File: src/rtl/regfile_wb_arbiter_if.sv
// Writeback bus between the two requesters (A = ALU, B = load unit), the
// register file write port and the hazard/status outputs.
//   master : requester side (drives valid/addr/data, observes everything else)
//   slave  : arbiter side
`timescale 1ns/1ps
interface regfile_wb_arbiter_if #(
  parameter int unsigned DATA_W = 32,
  parameter int unsigned ADDR_W = 5
);
  logic                     a_valid;
  logic                     a_ready;
  logic [ADDR_W-1:0]        a_addr;
  logic [DATA_W-1:0]        a_data;
  logic                     b_valid;
  logic                     b_ready;
  logic [ADDR_W-1:0]        b_addr;
  logic [DATA_W-1:0]        b_data;
  logic                     rf_we;
  logic [ADDR_W-1:0]        rf_addr;
  logic [DATA_W-1:0]        rf_wdata;
  logic [(2**ADDR_W)-1:0]   pending_mask;
  logic                     busy;

  modport master (
    output a_valid, a_addr, a_data, b_valid, b_addr, b_data,
    input  a_ready, b_ready, rf_we, rf_addr, rf_wdata, pending_mask, busy
  );

  modport slave (
    input  a_valid, a_addr, a_data, b_valid, b_addr, b_data,
    output a_ready, b_ready, rf_we, rf_addr, rf_wdata, pending_mask, busy
  );
endinterface

File: src/rtl/regfile_wb_arbiter.sv
// Register-file writeback arbiter: two requester FIFOs (A = ALU, B = load
// unit) drained into one registered write port, one write per cycle.
// Ports:
//   clk          rising-edge clock
//   rst          asynchronous active-high reset
//   bus (slave)  a_valid/a_ready/a_addr/a_data, b_valid/b_ready/b_addr/b_data,
//                rf_we/rf_addr/rf_wdata (registered write port),
//                pending_mask (registers with a queued or in-flight write),
//                busy (any FIFO non-empty or rf_we high)
// Build option: define WB_ARB_FIXED_PRIO_EN to give A strict priority over B
// instead of round-robin.
`timescale 1ns/1ps
module regfile_wb_arbiter #(
  parameter int unsigned DATA_W     = 32,
  parameter int unsigned ADDR_W     = 5,
  parameter int unsigned FIFO_DEPTH = 2
) (
  input  logic                  clk,
  input  logic                  rst,
  regfile_wb_arbiter_if.slave   bus
);
  localparam int unsigned PTR_W = $clog2(FIFO_DEPTH);
  localparam int unsigned CNT_W = PTR_W + 1;
  localparam int unsigned NREG  = 2**ADDR_W;

  typedef enum logic {
    SRC_A = 1'b0,
    SRC_B = 1'b1
  } src_e;

  // Index 0 = requester A, index 1 = requester B.
  logic [ADDR_W-1:0] fifo_addr_q [2][FIFO_DEPTH];
  logic [ADDR_W-1:0] fifo_addr_d [2][FIFO_DEPTH];
  logic [DATA_W-1:0] fifo_data_q [2][FIFO_DEPTH];
  logic [DATA_W-1:0] fifo_data_d [2][FIFO_DEPTH];
  logic [PTR_W-1:0]  wr_ptr_q [2];
  logic [PTR_W-1:0]  wr_ptr_d [2];
  logic [PTR_W-1:0]  rd_ptr_q [2];
  logic [PTR_W-1:0]  rd_ptr_d [2];
  logic [CNT_W-1:0]  cnt_q [2];
  logic [CNT_W-1:0]  cnt_d [2];

  logic              rf_we_q, rf_we_d;
  logic [ADDR_W-1:0] rf_addr_q, rf_addr_d;
  logic [DATA_W-1:0] rf_wdata_q, rf_wdata_d;

`ifndef WB_ARB_FIXED_PRIO_EN
  src_e              last_grant_q, last_grant_d;
`endif

  logic              in_valid [2];
  logic [ADDR_W-1:0] in_addr  [2];
  logic [DATA_W-1:0] in_data  [2];
  logic              ready    [2];
  logic              push     [2];
  logic              nonempty [2];
  logic              pop      [2];
  logic [NREG-1:0]   pending;

  // Handshake and FIFO occupancy
  always_comb begin
    in_valid[0] = bus.a_valid;
    in_addr[0]  = bus.a_addr;
    in_data[0]  = bus.a_data;
    in_valid[1] = bus.b_valid;
    in_addr[1]  = bus.b_addr;
    in_data[1]  = bus.b_data;
    for (int unsigned i = 0; i < 2; i++) begin
      ready[i]    = !rst && (cnt_q[i] < CNT_W'(FIFO_DEPTH));
      // Writes to x0 complete the handshake but are dropped here.
      push[i]     = in_valid[i] && ready[i] && (in_addr[i] != '0);
      nonempty[i] = (cnt_q[i] != '0);
    end
  end

  // Arbitration
  always_comb begin
    pop[0] = 1'b0;
    pop[1] = 1'b0;
`ifdef WB_ARB_FIXED_PRIO_EN
    pop[0] = nonempty[0];
    pop[1] = nonempty[1] && !nonempty[0];
`else
    last_grant_d = last_grant_q;
    if (nonempty[0] && nonempty[1]) begin
      // Pointer only advances on contended grants.
      if (last_grant_q == SRC_B) begin
        pop[0]       = 1'b1;
        last_grant_d = SRC_A;
      end else begin
        pop[1]       = 1'b1;
        last_grant_d = SRC_B;
      end
    end else begin
      pop[0] = nonempty[0];
      pop[1] = nonempty[1];
    end
`endif
  end

  // FIFO next state and write port load
  always_comb begin
    fifo_addr_d = fifo_addr_q;
    fifo_data_d = fifo_data_q;
    wr_ptr_d    = wr_ptr_q;
    rd_ptr_d    = rd_ptr_q;
    cnt_d       = cnt_q;
    rf_we_d     = pop[0] || pop[1];
    rf_addr_d   = rf_addr_q;
    rf_wdata_d  = rf_wdata_q;
    for (int unsigned i = 0; i < 2; i++) begin
      if (push[i]) begin
        fifo_addr_d[i][wr_ptr_q[i]] = in_addr[i];
        fifo_data_d[i][wr_ptr_q[i]] = in_data[i];
        wr_ptr_d[i] = wr_ptr_q[i] + PTR_W'(1);
      end
      if (pop[i]) begin
        rf_addr_d   = fifo_addr_q[i][rd_ptr_q[i]];
        rf_wdata_d  = fifo_data_q[i][rd_ptr_q[i]];
        rd_ptr_d[i] = rd_ptr_q[i] + PTR_W'(1);
      end
      cnt_d[i] = cnt_q[i] + CNT_W'(push[i]) - CNT_W'(pop[i]);
    end
  end

  // Pending-write bitmap: every occupied FIFO slot plus the in-flight write.
  always_comb begin
    pending = '0;
    for (int unsigned i = 0; i < 2; i++) begin
      for (int unsigned j = 0; j < FIFO_DEPTH; j++) begin
        if (CNT_W'(j) < cnt_q[i]) begin
          pending[fifo_addr_q[i][PTR_W'(rd_ptr_q[i] + PTR_W'(j))]] = 1'b1;
        end
      end
    end
    if (rf_we_q) begin
      pending[rf_addr_q] = 1'b1;
    end
    pending[0] = 1'b0;
  end

  always_ff @(posedge clk or posedge rst) begin
    if (rst) begin
      for (int unsigned i = 0; i < 2; i++) begin
        wr_ptr_q[i] <= '0;
        rd_ptr_q[i] <= '0;
        cnt_q[i]    <= '0;
        for (int unsigned j = 0; j < FIFO_DEPTH; j++) begin
          fifo_addr_q[i][j] <= '0;
          fifo_data_q[i][j] <= '0;
        end
      end
      rf_we_q    <= 1'b0;
      rf_addr_q  <= '0;
      rf_wdata_q <= '0;
`ifndef WB_ARB_FIXED_PRIO_EN
      // "Last granted B" so that A wins the first contended cycle.
      last_grant_q <= SRC_B;
`endif
    end else begin
      fifo_addr_q <= fifo_addr_d;
      fifo_data_q <= fifo_data_d;
      wr_ptr_q    <= wr_ptr_d;
      rd_ptr_q    <= rd_ptr_d;
      cnt_q       <= cnt_d;
      rf_we_q     <= rf_we_d;
      rf_addr_q   <= rf_addr_d;
      rf_wdata_q  <= rf_wdata_d;
`ifndef WB_ARB_FIXED_PRIO_EN
      last_grant_q <= last_grant_d;
`endif
    end
  end

  assign bus.a_ready      = ready[0];
  assign bus.b_ready      = ready[1];
  assign bus.rf_we        = rf_we_q;
  assign bus.rf_addr      = rf_addr_q;
  assign bus.rf_wdata     = rf_wdata_q;
  assign bus.pending_mask = pending;
  assign bus.busy         = nonempty[0] || nonempty[1] || rf_we_q;

endmodule
File: src/flat_wrapper.sv
// flat-port wrapper written by rule: the top's interface ports become plain ports
module regfile_wb_arbiter_flat 
#(
  parameter int unsigned DATA_W     = 32,
  parameter int unsigned ADDR_W     = 5,
  parameter int unsigned FIFO_DEPTH = 2
)
  (clk, rst, bus_a_valid, bus_a_addr, bus_a_data, bus_b_valid, bus_b_addr, bus_b_data, bus_a_ready, bus_b_ready, bus_rf_we, bus_rf_addr, bus_rf_wdata, bus_pending_mask, bus_busy);
  regfile_wb_arbiter_if #(.DATA_W(DATA_W), .ADDR_W(ADDR_W)) bus_i ();
  input  logic clk;
  input  logic rst;
  input wire logic [$bits(bus_i.a_valid)-1:0] bus_a_valid;
  input wire logic [$bits(bus_i.a_addr)-1:0] bus_a_addr;
  input wire logic [$bits(bus_i.a_data)-1:0] bus_a_data;
  input wire logic [$bits(bus_i.b_valid)-1:0] bus_b_valid;
  input wire logic [$bits(bus_i.b_addr)-1:0] bus_b_addr;
  input wire logic [$bits(bus_i.b_data)-1:0] bus_b_data;
  output wire logic [$bits(bus_i.a_ready)-1:0] bus_a_ready;
  output wire logic [$bits(bus_i.b_ready)-1:0] bus_b_ready;
  output wire logic [$bits(bus_i.rf_we)-1:0] bus_rf_we;
  output wire logic [$bits(bus_i.rf_addr)-1:0] bus_rf_addr;
  output wire logic [$bits(bus_i.rf_wdata)-1:0] bus_rf_wdata;
  output wire logic [$bits(bus_i.pending_mask)-1:0] bus_pending_mask;
  output wire logic [$bits(bus_i.busy)-1:0] bus_busy;
  assign bus_i.a_valid = bus_a_valid;
  assign bus_i.a_addr = bus_a_addr;
  assign bus_i.a_data = bus_a_data;
  assign bus_i.b_valid = bus_b_valid;
  assign bus_i.b_addr = bus_b_addr;
  assign bus_i.b_data = bus_b_data;
  assign bus_a_ready = bus_i.a_ready;
  assign bus_b_ready = bus_i.b_ready;
  assign bus_rf_we = bus_i.rf_we;
  assign bus_rf_addr = bus_i.rf_addr;
  assign bus_rf_wdata = bus_i.rf_wdata;
  assign bus_pending_mask = bus_i.pending_mask;
  assign bus_busy = bus_i.busy;
  regfile_wb_arbiter #(.DATA_W(DATA_W), .ADDR_W(ADDR_W), .FIFO_DEPTH(FIFO_DEPTH)) u_core (.clk(clk), .rst(rst), .bus(bus_i));
endmodule
File: config.mk
export PLATFORM = sky130hd
export DESIGN_NAME = regfile_wb_arbiter_flat
export DESIGN_NICKNAME = d
export VERILOG_FILES = /design/src/rtl/regfile_wb_arbiter_if.sv /design/src/rtl/regfile_wb_arbiter.sv /design/src/flat_wrapper.sv
export SDC_FILE = /design/constraint.sdc
export NUM_CORES = 1
export LEC_CHECK = 0
export BUFFER_PORTS_ARGS = -buffer_cell sky130_fd_sc_hd__buf_4
export CAP_MARGIN = 0
export CORE_MARGIN = 4
export CORE_UTILIZATION = 45
export DETAILED_ROUTE_END_ITERATION = 8
export MAX_ROUTING_LAYER = met4
export PLACE_DENSITY_LB_ADDON = 0.1
export SYNTH_ARGS = -nofsm -noshare
export SYNTH_HDL_FRONTEND = slang
export SYNTH_SLANG_ARGS = --single-unit
File: constraint.sdc
create_clock -name clk -period 12.4 [get_ports clk]
set_clock_uncertainty 0.2 [all_clocks]
set_input_delay 1.24 -clock clk [delete_from_list [all_inputs] [get_ports clk]]
set_output_delay 1.24 -clock clk [all_outputs]
set_load 0.02 [all_outputs]
# Yosys cells after proc, flatten, opt, wreduce, memory -nomap -nowiden
# Cells that the tools add are included.
# classes
addsub,8
magnitude_cmp,24
n_mux,52
n_bitwise,10
n_reduce_logical,23
# ops
op,n
$mux W32,15
$bwmux W64,2
$or A32 B32 Y32,4
$mux W5,16
$demux W32 S1,2
$lt A5 B6 Y1 const B,5
$demux W1 S5,5
$ge A5 B1 Y1 const B,5
$bwmux W10,2
$logic_and A1 B1 Y1,14
$ge A2 B2 Y1 const B,6
$not A1 Y2,6
$demux W5 S1,2
$reduce_bool A5 Y1,2
$lt A1 B2 Y1 const A,4
$mux W1,7
$reduce_bool A2 Y1,3
$add A1 B1 Y1 const B,4
$add A2 B1 Y2,2
$lt A2 B1 Y1 const B,2
$lt A2 B2 Y1 const B,2
$sub A2 B1 Y2,2
$logic_or A1 B1 Y1,3
$mux W2,1
$logic_not A1 Y1,1
# totals
register_bits,195
inputBits,78
word_cells,135

# Logic depth before layout (Yosys ltp)
# Gate-level depths: netlist of the first run.
# depth
ltp_word,17
depth_mapped,10
ltp_nobuf,8

# Worst setup path after synthesis of the first run
# OpenSTA, ideal clock, no wires.
# synth_path
path_kind,flip-flop to output port
start,register u_core.fifo_addr_q[7] in the netlist's numbering
end,output bus_pending_mask[2]
t_arrival_ns,1.737
required_time_ns,10.960
setup_slack_ns,9.223
path_stages_with_launch,5
cell_sequence,dfrtp_1 clkbuf_1 or3b_2 a211o_1 o211ai_1
# synth_via
elab_chain_len,13
elab_cells_between_ends,22
classes_between,order compare: 4; mux: 13; bitwise: 3; reduce/logical: 2
# synth_rtl
element,line_no,source
from (decl),regfile_wb_arbiter.sv:32,logic [ADDR_W-1:0] fifo_addr_q [2][FIFO_DEPTH];
from (signal assigned),regfile_wb_arbiter.sv:161,fifo_addr_q <= fifo_addr_d;
$mux W5 (implied by the code) (3 in a row),regfile_wb_arbiter.sv:132,pending[fifo_addr_q[i][PTR_W'(rd_ptr_q[i] + PTR_W'(j))]] = 1'b1;
$lt A5 B6 Y1 (implied by the code) or $ge A5 B1 Y1 (tied branches),regfile_wb_arbiter.sv:132,
$logic_and A1 B1 Y1 (implied by the code),regfile_wb_arbiter.sv:132,
$mux W1 (implied by the code),regfile_wb_arbiter.sv:132,
$demux W1 S5,-,
$or A32 B32 Y32 (no source line),-,
$mux W32,regfile_wb_arbiter.sv:131,if (CNT_W'(j) < cnt_q[i]) begin
$or A32 B32 Y32 (no source line),-,
$mux W32 *,regfile_wb_arbiter.sv:131,
$or A32 B32 Y32 (no source line),-,
$mux W32 *,regfile_wb_arbiter.sv:136,if (rf_we_q) begin
to (decl),flat_wrapper.sv:23,output wire logic [$bits(bus_i.pending_mask)-1:0] bus_pending_mask;
# Every way passes the cells marked *; elsewhere a longest branch is shown, timed or not. The select of a mux whose other input is x is not followed.

# Final worst setup path of the first run
# layout_path
start,register u_core.rd_ptr_q[0] in the netlist's numbering
end,output bus_pending_mask[17]
# layout_via
elab_chain_len,14
elab_cells_between_ends,25
classes_between,add/sub: 1; order compare: 4; mux: 13; bitwise: 5; reduce/logical: 2
# layout_rtl
element,line_no,source
from (decl),regfile_wb_arbiter.sv:38,logic [PTR_W-1:0] rd_ptr_q [2];
from (signal assigned),regfile_wb_arbiter.sv:164,rd_ptr_q <= rd_ptr_d;
$not A1 Y2 (implied by the code),regfile_wb_arbiter.sv:132,
$mux W5 (implied by the code) (3 in a row),regfile_wb_arbiter.sv:132,
$lt A5 B6 Y1 (implied by the code) or $ge A5 B1 Y1 (tied branches),regfile_wb_arbiter.sv:132,
$logic_and A1 B1 Y1 (implied by the code),regfile_wb_arbiter.sv:132,
$mux W1 (implied by the code),regfile_wb_arbiter.sv:132,
$demux W1 S5,-,
$or A32 B32 Y32 (no source line),-,
$mux W32,regfile_wb_arbiter.sv:131,
$or A32 B32 Y32 (no source line),-,
$mux W32 *,regfile_wb_arbiter.sv:131,
$or A32 B32 Y32 (no source line),-,
$mux W32 *,regfile_wb_arbiter.sv:136,
# Marks and branches as above.

==> results of run 1 <==
[cells by family after synthesis]
group                    synth area share
adder cells (fa/ha/maj)          0.004643
AND/OR/NAND/NOR                    0.1497
flip-flops                         0.4528
AO/OA/AOI/OAI                      0.1566
other                           0.0003479
multiplexers                       0.1864
XOR/XNOR                         0.007312
buffers and inverters             0.04225
[state kept, by name, summed over array words and instances, names as in the netlist]
name and cells:
u_core.fifo_addr_q 20, u_core.cnt_q 4, u_core.bus.rf_addr 5, u_core.fifo_data_q 128, u_core.bus.rf_we 1, u_core.bus.rf_wdata 32
u_core.rd_ptr_q 2, u_core.wr_ptr_q 2, u_core.last_grant_q 1
[layout make-up]
type / instances / area (sq um) / share of cell area
Multi-Input combinational cell: 688 / 5463 / 0.4339
Sequential cell: 195 / 4888 / 0.3883
Timing Repair Buffer: 155 / 1164 / 0.09242
Clock buffer: 18 / 429.2 / 0.03409
Tap cell: 319 / 399.1 / 0.03170
Clock inverter: 14 / 191.4 / 0.01520
Inverter: 13 / 56.30 / 0.004472
[Yosys cell counts, types with 10 or more instances]
cell	number	area, sq um
buf_6	12	135.1
buf_2	16	80.08
o31ai_1	34	255.2
nor2b_1	72	450.4
mux2_4	60	900.9
mux2_1	60	675.7
nand2b_1	16	100.1
nand2_1	66	247.7
nor3b_1	10	75.07
clkbuf_1	35	131.4
a211oi_1	70	525.5
a32oi_1	18	157.7
o22ai_1	12	75.07
a22oi_1	25	187.7
mux2_2	34	382.9
nor3_1	13	65.06
nor2_1	31	116.4
o32ai_1	14	122.6
inv_1	10	37.54
nand4_1	13	81.33
nand3_1	26	130.1
dfrtp_1	194	4855
[metal layers]
layer	vias to the layer above	track usage	part of all wire
li1	3828	-	-
met1	3998	0.3024	0.43
met2	256	0.3774	0.48
met3	47	0.04455	0.056
met4	0	0.07968	0.030
met5	-	-	0
[tightest hold or removal path: cells and delay by family (launching register included)]
kind | cells | cell delay [ns]
flip-flops | 1 | 0.35
AND/OR/NAND/NOR | 1 | 0.05
AO/OA/AOI/OAI | 1 | 0.05
[how the worst max path moves through the flow]
| stage | startpoint | end | slack, ns | cells after the start |
|---|---|---|---|---|
| detailed placement | u_core.rd_ptr_q[0]$_DFFE_PP0N_ | bus_pending_mask[17] | 8.43 | 6 |
| global route | u_core.rd_ptr_q[0]$_DFFE_PP0N_ | bus_pending_mask[17] | 7.76 | 6 |
| global placement | u_core.rd_ptr_q[0]$_DFFE_PP0N_ | bus_pending_mask[17] | 8.43 | 6 |
| CTS | u_core.rd_ptr_q[0]$_DFFE_PP0N_ | bus_pending_mask[17] | 7.97 | 6 |
| finish | u_core.rd_ptr_q[0]$_DFFE_PP0N_ | bus_pending_mask[17] | 7.97 | 6 |
| floorplan | rst | u_core.bus.rf_addr[0]$_DFFE_PP0P_ | 5.65 | 1 |
[power breakdown]
group | leakage [nW] | switching, mW | total, mW | internal [mW]
clock | 0.299 | 0.279 | 0.572 | 0.293
combinational | 2.70 | 1.09 | 1.94 | 0.848
sequential | 2.33 | 0.315 | 1.29 | 0.971
[per-stage QoR]
step	util	setup slack [ns]	total power [mW]	hold slack (ns)	cells
after floorplan	-	5.649	2.607	0.2650	970
after global placement	0.5085	8.426	3.227	0.2628	1370
after detailed placement	0.5085	8.435	3.240	0.2714	1370
after CTS	0.5348	7.969	3.815	0.2918	1402
after global routing	0.5348	7.759	4.047	0.3029	1402
final	0.5348	7.973	3.799	0.2830	1402
==> summary.md, run 1 <==
| Metric | Value |
|---|---|
| Hold Crit Class | reg2reg |
| Die W | 162.8 microns |
| Largest stage delay, worst path | approximately 0.67 ns |
| Port Buf Inserts | 149 |
| Maximum VDD drop | around 110 uV |
| Main synth FF type | dfrtp_1 |
| DIE AREA | 0.02650 sq mm |
| P_leak | about 5.3 nW |
| Critical path's slowest cell | buf_4 |
| Post-route cell area | about 0.013 sq mm |
| Fin crit share | 0.3570 |
| Synthesized area | 0.01078 sq mm |
| Worst R2R Path Depth | 8 |
| Bufs and invs on worst path | 2 |
| EDFF count, synth | 0 |
| # nets final | 1152 |
| Relative slew slack | 0.2220 |
| Commonest non-fill, non-tap cell in the layout | dfrtp_1 |
| Min-Delay Endpoint | u_core.bus.rf_wdata[30]$_DFFE_PP0P_ |
| Via density | 5.798 |
| Crit Path Class | reg2out |
| GRT Total Usage | 0.2354 |
| H-tree levels | 4 |
| Post-CTS Setup Inserts | 0 |
| Post-DP Area | around 0.012 sq mm |
| Global-route wire length before repair | 47230 microns |
| Fraction of registers with async set/reset | 1.000 |
| Initial antenna violation count | 0 |
| CP startpoint kind | flop |
| Worst-margin pin slew | 1.163 ns |
| # rows | 56 |
| Crit-path max FO | 74 |
| Area growth syn-to-layout | 16.79% |
| Flops & latches, synth | just under 200 |
| Critical Path Sink Type | primary output |
| Antenna Violating Nets Remaining | 0 |
| Worst skew pair latency | 0.43 ns |
| Final Hold Vio Count | 0 |
| CORE AREA | approximately 0.024 sq mm |
| Final min period | 4.427 ns |
| Clk pin slew, worst setup/hold paths | around 0.080 ns |
| Clk buf depth | 2 |
| Synth Instances | just under 1k |
| RR Startpoint | u_core.cnt_q[1]$_DFF_PP0_ |
| Status | finished, final reports clean |
| Num CTS Buffers | 17 |
| Final Max Slew Viols | 0 |
| Total number of yosys warnings | 0 |
| CTS tree | built |
| Initial core utilization | 0.4579 |
| Commonest cells after routing, fill and taps aside | dfrtp_1 (192), buf_4 (155), nor2b_1 (72) |
| Detailed Routing Iterations Pass 1 | 5 |
| Crit path max-delay family | buffers and inverters |
| Worst path cell trace | buf_4, nor2b_1, a32oi_1, o32ai_1, or3_1, buf_4 |
| Vias in the first global route | between 8k and 9k |
| Final WL | 30230 microns |
| Number of DRC markers in iteration 0 | between 500 and 600 |
| CP Data Required Time | 10.96 ns |
| Drt drc | 0 |
| Critical path arrival | approximately 3.0 ns |
| RSZ-0062 raised after global routing | no |
| Routed via count | between 8k and 9k |
| Routability cong. | 0.9809 |
| CP dominant cell by count | buf_4 |
| Antenna Cells | 0 |
| Avg Cell Area, Syn | 11.11 sq um |
| Synth cell types | 60 |
| Die Ht | ~160 microns |
| Hold-fix buffers, CTS | 0 |
| Clk root buf | clkbuf_16 |
| Number of fill cells in the layout | 2154 |
| Fin Setup TNS | 0 ns |
| Number of gates resized after cts | 0 |
| Share of cells above drive strength 1 | 0.2816 |
| Largest net degree at the start of global routing | 139 |
| Fmax | roughly 230 MHz |
| Gr ovfl total | 0 |
| # Max-Cap Violations | 0 |
| Syn Nets | 1052 |
| Clock Sink Count | 195 |
| RR Endpoint | u_core.cnt_q[1]$_DFF_PP0_ |
| Num ports | 151 |
| WL/cell | 21.56 microns |
| Pwr dens | 301.7 mW/mm^2 |
| Setup-failing EPs final | 0 |
| WHS Path Cells | 2 |
| HP Start | u_core.bus.rf_wdata[30]$_DFFE_PP0P_ |
| DPL Wire Length | around 21000 microns |
| Sequential-to-total area share from yosys stat | 0.4528 |
| FF-to-FF setup slack | around 8.6 ns |
Note: power is estimated with default switching activity, not from simulation.
==> run 2, diff against run 1 <==
==> constraint.sdc (replaced) <==
create_clock -name clk -period 4.59 [get_ports clk]
set_clock_uncertainty 0.2 [all_clocks]
set_input_delay 0.459 -clock clk [delete_from_list [all_inputs] [get_ports clk]]
set_output_delay 0.459 -clock clk [all_outputs]
set_load 0.02 [all_outputs]
==> summary.md, run 2 (synthesis gave the netlist of run 1 again) <==
| Metric | Value |
|---|---|
| # rows | 56 (unchanged) |
| Largest stage delay, worst path | 0.94 ns (+0.27 ns) |
| Num CTS Buffers | 17 (unchanged) |
| FF-to-FF setup slack | 1.81 ns (-6.81 ns) |
| Relative slew slack | 0.3588 (+0.1368) |
| Drt drc | 0 (unchanged) |
| Final min period | between 3 and 4 ns |
| Post-DP Area | 0.01201 sq mm (+0.32%) |
| Clock Sink Count | 195 (unchanged) |
| Critical Path Sink Type | primary output |
| WL/cell | 21.15 microns (-1.9%) |
| Antenna Cells | 0 (unchanged) |
| Number of fill cells in the layout | 2161 (+0.32%) |
| Global Route met1 Usage | 0.3040 (+0.001647) |
| Met2 Usage GRT | 0.3713 (-0.006038) |
| Detailed Routing Iterations Pass 1 | 5 (unchanged) |
| P_leak | 5.327 nW (about the same) |
| Routability cong. | 1.018 (+3.7%) |
| Crit-path max FO | 79 (+6.8%) |
| Commonest non-fill, non-tap cell in the layout | dfrtp_1 |
| Critical path's slowest cell | dfrtp_4 |
| Routed via count | 8238 (+1.3%) |
| Grt peak-use layer | met2 |
| Worst skew pair latency | 0.43 ns (about the same) |
| Switching part of the total | 0.4420 (-0.001931) |
| Fin crit share | 0.7792 |
| Die Ht | 162.8 microns (unchanged) |
| Largest net degree at the start of global routing | 95 (-32%) |
| Final Hold Vio Count | 0 (unchanged) |
| Post-CTS Setup Inserts | 0 (unchanged) |
| CP startpoint kind | flop |
| Antenna Violating Nets Remaining | 0 (unchanged) |
| CORE AREA | 0.02354 sq mm (unchanged) |
| Commonest cells after routing, fill and taps aside | dfrtp_1 (192), buf_4 (158), nor2b_1 (72) |
| Port Buf Inserts | 149 (unchanged) |
| Final setup margin | 1.013 ns (-6.960 ns) |
| CTS tree | built |
| Clk root buf | clkbuf_16 |
| Hold Crit Class | in2reg |
| CP Data Required Time | 3.93 ns (-7.03 ns) |
| Final Max Slew Viols | 0 (unchanged) |
| Clk pwr share | 0.144 (-0.007) |
| Fmax | 279.6 MHz |
| # Max-Cap Violations | 0 (unchanged) |
| Worst path cell trace | buf_4, nand4b_1, nand2_1, a22oi_1, nand4_1, buf_4 |
| Crit Path Class | reg2out |
| # nets final | 1157 (+0.43%) |
| Area growth syn-to-layout | 16.95% |
| Vias in the first global route | 8141 (-0.39%) |
| Final WL | 29760 microns (-1.6%) |
| Worst-margin pin slew | 0.9351 ns (-0.2283 ns) |
| GRT Total Usage | 0.2324 (-0.003020) |
| Switch Pwr | 4.504 mW (+170%) |
| Largest reg by FF count | u_core.fifo_data_q |
| Initial core utilization | 0.4579 (unchanged) |
| Initial antenna violation count | 0 (unchanged) |
| Seq pwr share | 0.347 (+0.008) |
| RSZ-0062 raised after global routing | no |
| DIE AREA | 0.02650 sq mm (unchanged) |
| Number of DRC markers in iteration 0 | 567 (-3.2%) |
| Share of cells above drive strength 1 | 0.2849 (+0.003301) |
| Pwr dens | 808.3 mW/mm^2 (+170%) |
| Fin Setup TNS | 0 ns (unchanged) |
| Via density | 5.855 (+0.98%) |
| Num ports | 151 (unchanged) |
| Clk pin slew, worst setup/hold paths | 0.08 ns (about the same) |
| Bufs and invs on worst path | 2 (unchanged) |
| Dpl ws | 1.538 ns (-6.897 ns) |
| Setup-failing EPs final | 0 (unchanged) |
| Crit path max-delay family | flip-flops |
| Status | finished, final reports clean |
| Gr ovfl total | 0 (unchanged) |
| H-tree levels | 4 (unchanged) |
| Maximum VDD drop | 457.9 uV (+320%) |
| Pint | 5.686 mW (+170%) |
| DPL Wire Length | 20860 microns (-1.3%) |
| Global-route wire length before repair | 47100 microns (-0.28%) |
| Critical path arrival | 2.92 ns (-0.07 ns) |
| Die W | 162.8 microns (unchanged) |
| Post-route cell area | 0.01261 sq mm (+0.13%) |
| Gate power share | 0.509 (-0.002) |
| Largest register FFs | 128 (unchanged) |
| Clk buf depth | 2 (unchanged) |
| Met3 Resource Use GR | 0.04455 (unchanged) |
| CP dominant cell by count | buf_4 |
-- run 2: cell types whose count changed in the layout (fill, tap and decap cells not counted), moves of 2 or more --
| cell | delta |
|---|---|
| buf_4 | +3 |
| clkinvlp_4 | +4 |
| clkbuf_8 | +2 |
| inv_8 | +2 |
| clkinv_8 | -4 |
-- run 2: worst reg2reg max path: stages (launching register included) --
cell,delay [ns]
dfrtp_1,0.52
nor2_1,0.24
o211ai_2,0.20
nor2_4,0.72
buf_4,0.44
mux2_4,0.33
-- run 2: power groups by stage --
stage / Sequential, mW / Combinational, mW / Clock (mW)
floorplan: 3.23 / 3.81 / 0
global placement: 3.54 / 5.16 / 0
detailed placement: 3.55 / 5.19 / 0
CTS: 3.53 / 5.20 / 1.51
global route: 3.69 / 5.62 / 1.58
finish: 3.53 / 5.19 / 1.47
-- run 2: timing repair --
action                                 CTS  global route
endpoints found under the hold margin   11             0
gates resized for setup                  0             0
hold buffers                             1             0
-- run 2: path summary, 6_finish.rpt --
kind,start,to,cells past startpoint
min reg2reg,u_core.bus.rf_wdata[29]$_DFFE_PP0P_,u_core.bus.rf_wdata[29]$_DFFE_PP0P_,2
min in group asynchronous,rst,u_core.bus.rf_wdata[23]$_DFFE_PP0P_,3
max,u_core.rd_ptr_q[0]$_DFFE_PP0N_,bus_pending_mask[3],6
min,bus_a_data[11],u_core.fifo_data_q[75]$_DFFE_PP0P_,2
max reg2reg,u_core.cnt_q[1]$_DFF_PP0_,u_core.fifo_data_q[34]$_DFFE_PP0P_,5
max in group asynchronous,rst,u_core.fifo_data_q[52]$_DFFE_PP0P_,4
-- run 2: final cells by class --
| type | instances | area (sq um) | area share |
|---|---|---|---|
| tap | 319 | 399.1 | 0.03166 |
| timing repair buffer | 160 | 1216 | 0.09647 |
| clock inverter | 13 | 135.1 | 0.01072 |
| sequential | 195 | 4888 | 0.3878 |
| inverter | 13 | 52.55 | 0.004168 |
| multi-input combinational | 688 | 5463 | 0.4333 |
| clock buffer | 19 | 452.9 | 0.03593 |
-- run 2: routing by layer --
layer,share of wire,vias up
li1,-,3835
met1,0.44,4089
met2,0.48,263
met3,0.058,51
met4,0.023,0
met5,0,-
-- run 2: stage by stage --
| stage | power, mW | utilization | hold slack [ns] | instances |
|---|---|---|---|---|
| 3_3_place_gp | 8.697 | 0.5101 | 0.2671 | 1374 |
| 5_1_grt | 10.89 | 0.5355 | 0.02985 | 1407 |
| 2_1_floorplan | 7.043 | - | 0.2650 | 970 |
| 3_5_place_dp | 8.746 | 0.5101 | 0.2753 | 1374 |
| 4_1_cts | 10.25 | 0.5355 | 0.02226 | 1407 |
| 6_report | 10.19 | 0.5355 | 0.04307 | 1407 |
==> run 3, diff against run 2 <==
==> constraint.sdc (replaced) <==
create_clock -name clk -period 3.5 [get_ports clk]
set_clock_uncertainty 0.2 [all_clocks]
set_input_delay 0.35 -clock clk [delete_from_list [all_inputs] [get_ports clk]]
set_output_delay 0.35 -clock clk [all_outputs]
set_load 0.02 [all_outputs]
==> summary.md, run 3 (synthesis gave the netlist of run 1 again) <==
| Metric | Value |
|---|---|
| P_leak | 5.676 nW (+6.6%) |
| Area growth syn-to-layout | 24.43% |
| # Max-Cap Violations | 0 (unchanged) |
| Commonest non-fill, non-tap cell in the layout | dfrtp_1 |
| Clk root buf | clkbuf_16 |
| Clock Sink Count | 195 (unchanged) |
| Worst-margin pin slew | 1.100 ns (+0.1652 ns) |
| Gate power share | 0.518 (+0.009) |
| Critical Path Sink Type | primary output |
| Top Metal Used | met4 |
| H-tree levels | 4 (unchanged) |
| Final Hold Vio Count | 0 (unchanged) |
| Num ports | 151 (unchanged) |
| Detailed Routing Iterations Pass 1 | 7 (+2) |
| Gr ovfl total | 0 (unchanged) |
| DIE AREA | 0.02650 sq mm (unchanged) |
| Post-DP Area | 0.01209 sq mm (+0.65%) |
| Final hold slack | 0.07195 ns (+0.02888 ns) |
| Commonest cells after routing, fill and taps aside | dfrtp_1 (192), buf_4 (163), dlygate4sd3_1 (75) |
| Drt drc | 0 (unchanged) |
| CORE AREA | 0.02354 sq mm (unchanged) |
| Die W | 162.8 microns (unchanged) |
| Routed via count | 8603 (+4.4%) |
| Initial core utilization | 0.4579 (unchanged) |
| Number of fill cells in the layout | 2091 (-3.2%) |
| Setup-failing EPs final | 0 (unchanged) |
| Crit-path max FO | 50 (-37%) |
| Global-route wire length before repair | 48670 microns (+3.3%) |
| RSZ-0062 raised after global routing | no |
| CP Data Required Time | 2.95 ns (-0.98 ns) |
| Critical path arrival | 2.71 ns (-0.21 ns) |
| Final Max Slew Viols | 0 (unchanged) |
| Clk pwr share | 0.141 (-0.003) |
| Relative slew slack | 0.2642 (-0.09454) |
| Fin Setup TNS | 0 ns (unchanged) |
| WL met1 | 13530 microns (+3.0%) |
| Final min period | 3.257 ns |
| Fmax | 307.1 MHz |
| Via density | 5.778 (-1.3%) |
| Num CTS Buffers | 17 (unchanged) |
| Initial antenna violation count | 1 (+1) |
| Number of DRC markers in iteration 0 | 430 (-24%) |
| Met3 WL | 1624 microns (-6.7%) |
| Share of cells above drive strength 1 | 0.2703 (-0.01461) |
| WL/cell | 20.52 microns (-3.0%) |
| Switch Pwr | 5.938 mW (+32%) |
| Clk pin slew, worst setup/hold paths | 0.08 ns (about the same) |
| Die Ht | 162.8 microns (unchanged) |
| Clk buf depth | 2 (unchanged) |
| Largest reg by FF count | u_core.fifo_data_q |
| Crit Path Class | reg2out |
| Pwr Total | 13.46 mW (+32%) |
| Largest register FFs | 128 (unchanged) |
| CTS tree | built |
| Pwr dens | 1004 mW/mm^2 (+24%) |
| CP startpoint kind | flop |
| Post-route cell area | 0.01341 sq mm (+6.4%) |
| Final core occ | 0.5698 (+0.03428) |
| Post-CTS Setup Inserts | 0 (unchanged) |
| Met2 WL | 14580 microns (+2.7%) |
| GRT Total Usage | 0.2385 (+0.006109) |
| Final WL | 30560 microns (+2.7%) |
| Maximum VDD drop | 446.3 uV (-2.5%) |
| # rows | 56 (unchanged) |
| Hold Crit Class | in2reg |
| Port Buf Inserts | 149 (unchanged) |
| Switching part of the total | 0.4411 (-0.0009715) |
| Largest net degree at the start of global routing | 62 (-35%) |
| Routability cong. | 1.037 (+1.9%) |
| Seq pwr share | 0.341 (-0.006) |
| Register area | 0.004888 sq mm (unchanged) |
| FF-to-FF setup slack | 0.90 ns (-0.91 ns) |
| Pint | 7.525 mW (+32%) |
| Vias in the first global route | 8690 (+6.7%) |
| Status | finished, final reports clean |
| DPL Wire Length | 21200 microns (+1.6%) |
| Antenna Violating Nets Remaining | 0 (unchanged) |
| Fin crit share | 0.9305 |
| # nets final | 1238 (+7.0%) |
| Worst skew pair latency | 0.43 ns (about the same) |
| Multi-input logic area | 0.005466 sq mm (about the same) |
run 3: worst max-delay path, cell delays in order (launching register included):
cell     delay (ns)
dfrtp_4        0.77
mux2i_2        0.61
nand2_1        0.21
or3_1          0.40
nand4_1        0.12
buf_4          0.15
run 3: worst paths after layout:
path / endpoint / cells past startpoint / from
worst max-delay path: bus_pending_mask[24] / 5 / u_core.rd_ptr_q[1]$_DFFE_PP0N_
worst min register to register: u_core.bus.rf_wdata[21]$_DFFE_PP0P_ / 2 / u_core.bus.rf_wdata[21]$_DFFE_PP0P_
max in group asynchronous: u_core.fifo_data_q[46]$_DFFE_PP0P_ / 4 / rst
min in group asynchronous: u_core.fifo_data_q[93]$_DFFE_PP0P_ / 3 / rst
worst max register to register: u_core.cnt_q[1]$_DFF_PP0_ / 8 / u_core.cnt_q[3]$_DFF_PP0_
worst min-delay path: u_core.wr_ptr_q[0]$_DFFE_PP0P_ / 3 / bus_b_valid
run 3: what timing repair did:
action	4_1_cts	5_1_grt
endpoints found under the setup margin	0	3
gates resized for setup	0	1
hold buffers	75	0
hold endpoints to repair	167	0
run 3: area by class of cell:
type,instances,share of cell area
diodes,1,0.0001865
clock inverters,13,0.01026
repair buffers,241,0.1517
multi-input cells,688,0.4075
well taps,319,0.02975
flip-flops and latches,195,0.3644
clock buffers,19,0.03227
inverters,13,0.003918
run 3: power groups by stage:
stage | clock, mW | combinational [mW] | sequential, mW
6_report | 1.90 | 6.97 | 4.59
5_1_grt | 2.04 | 7.57 | 4.78
4_1_cts | 1.95 | 6.99 | 4.57
3_5_place_dp | 0 | 6.91 | 4.60
3_3_place_gp | 0 | 6.87 | 4.60
2_1_floorplan | 0 | 5.00 | 4.24
run 3: per-stage QoR:
stage	setup slack, ns	instances
6_report	0.2434	1489
2_1_floorplan	0.4324	970
3_5_place_dp	0.6160	1381
4_1_cts	0.1401	1488
5_1_grt	0.1394	1489
3_3_place_gp	0.6744	1381
run 3: metal layers:
metal / vias up / track usage
met5: - / -
met4: 0 / 0.08006
met3: 56 / 0.04252
met2: 295 / 0.3779
met1: 4243 / 0.3123
li1: 4009 / -
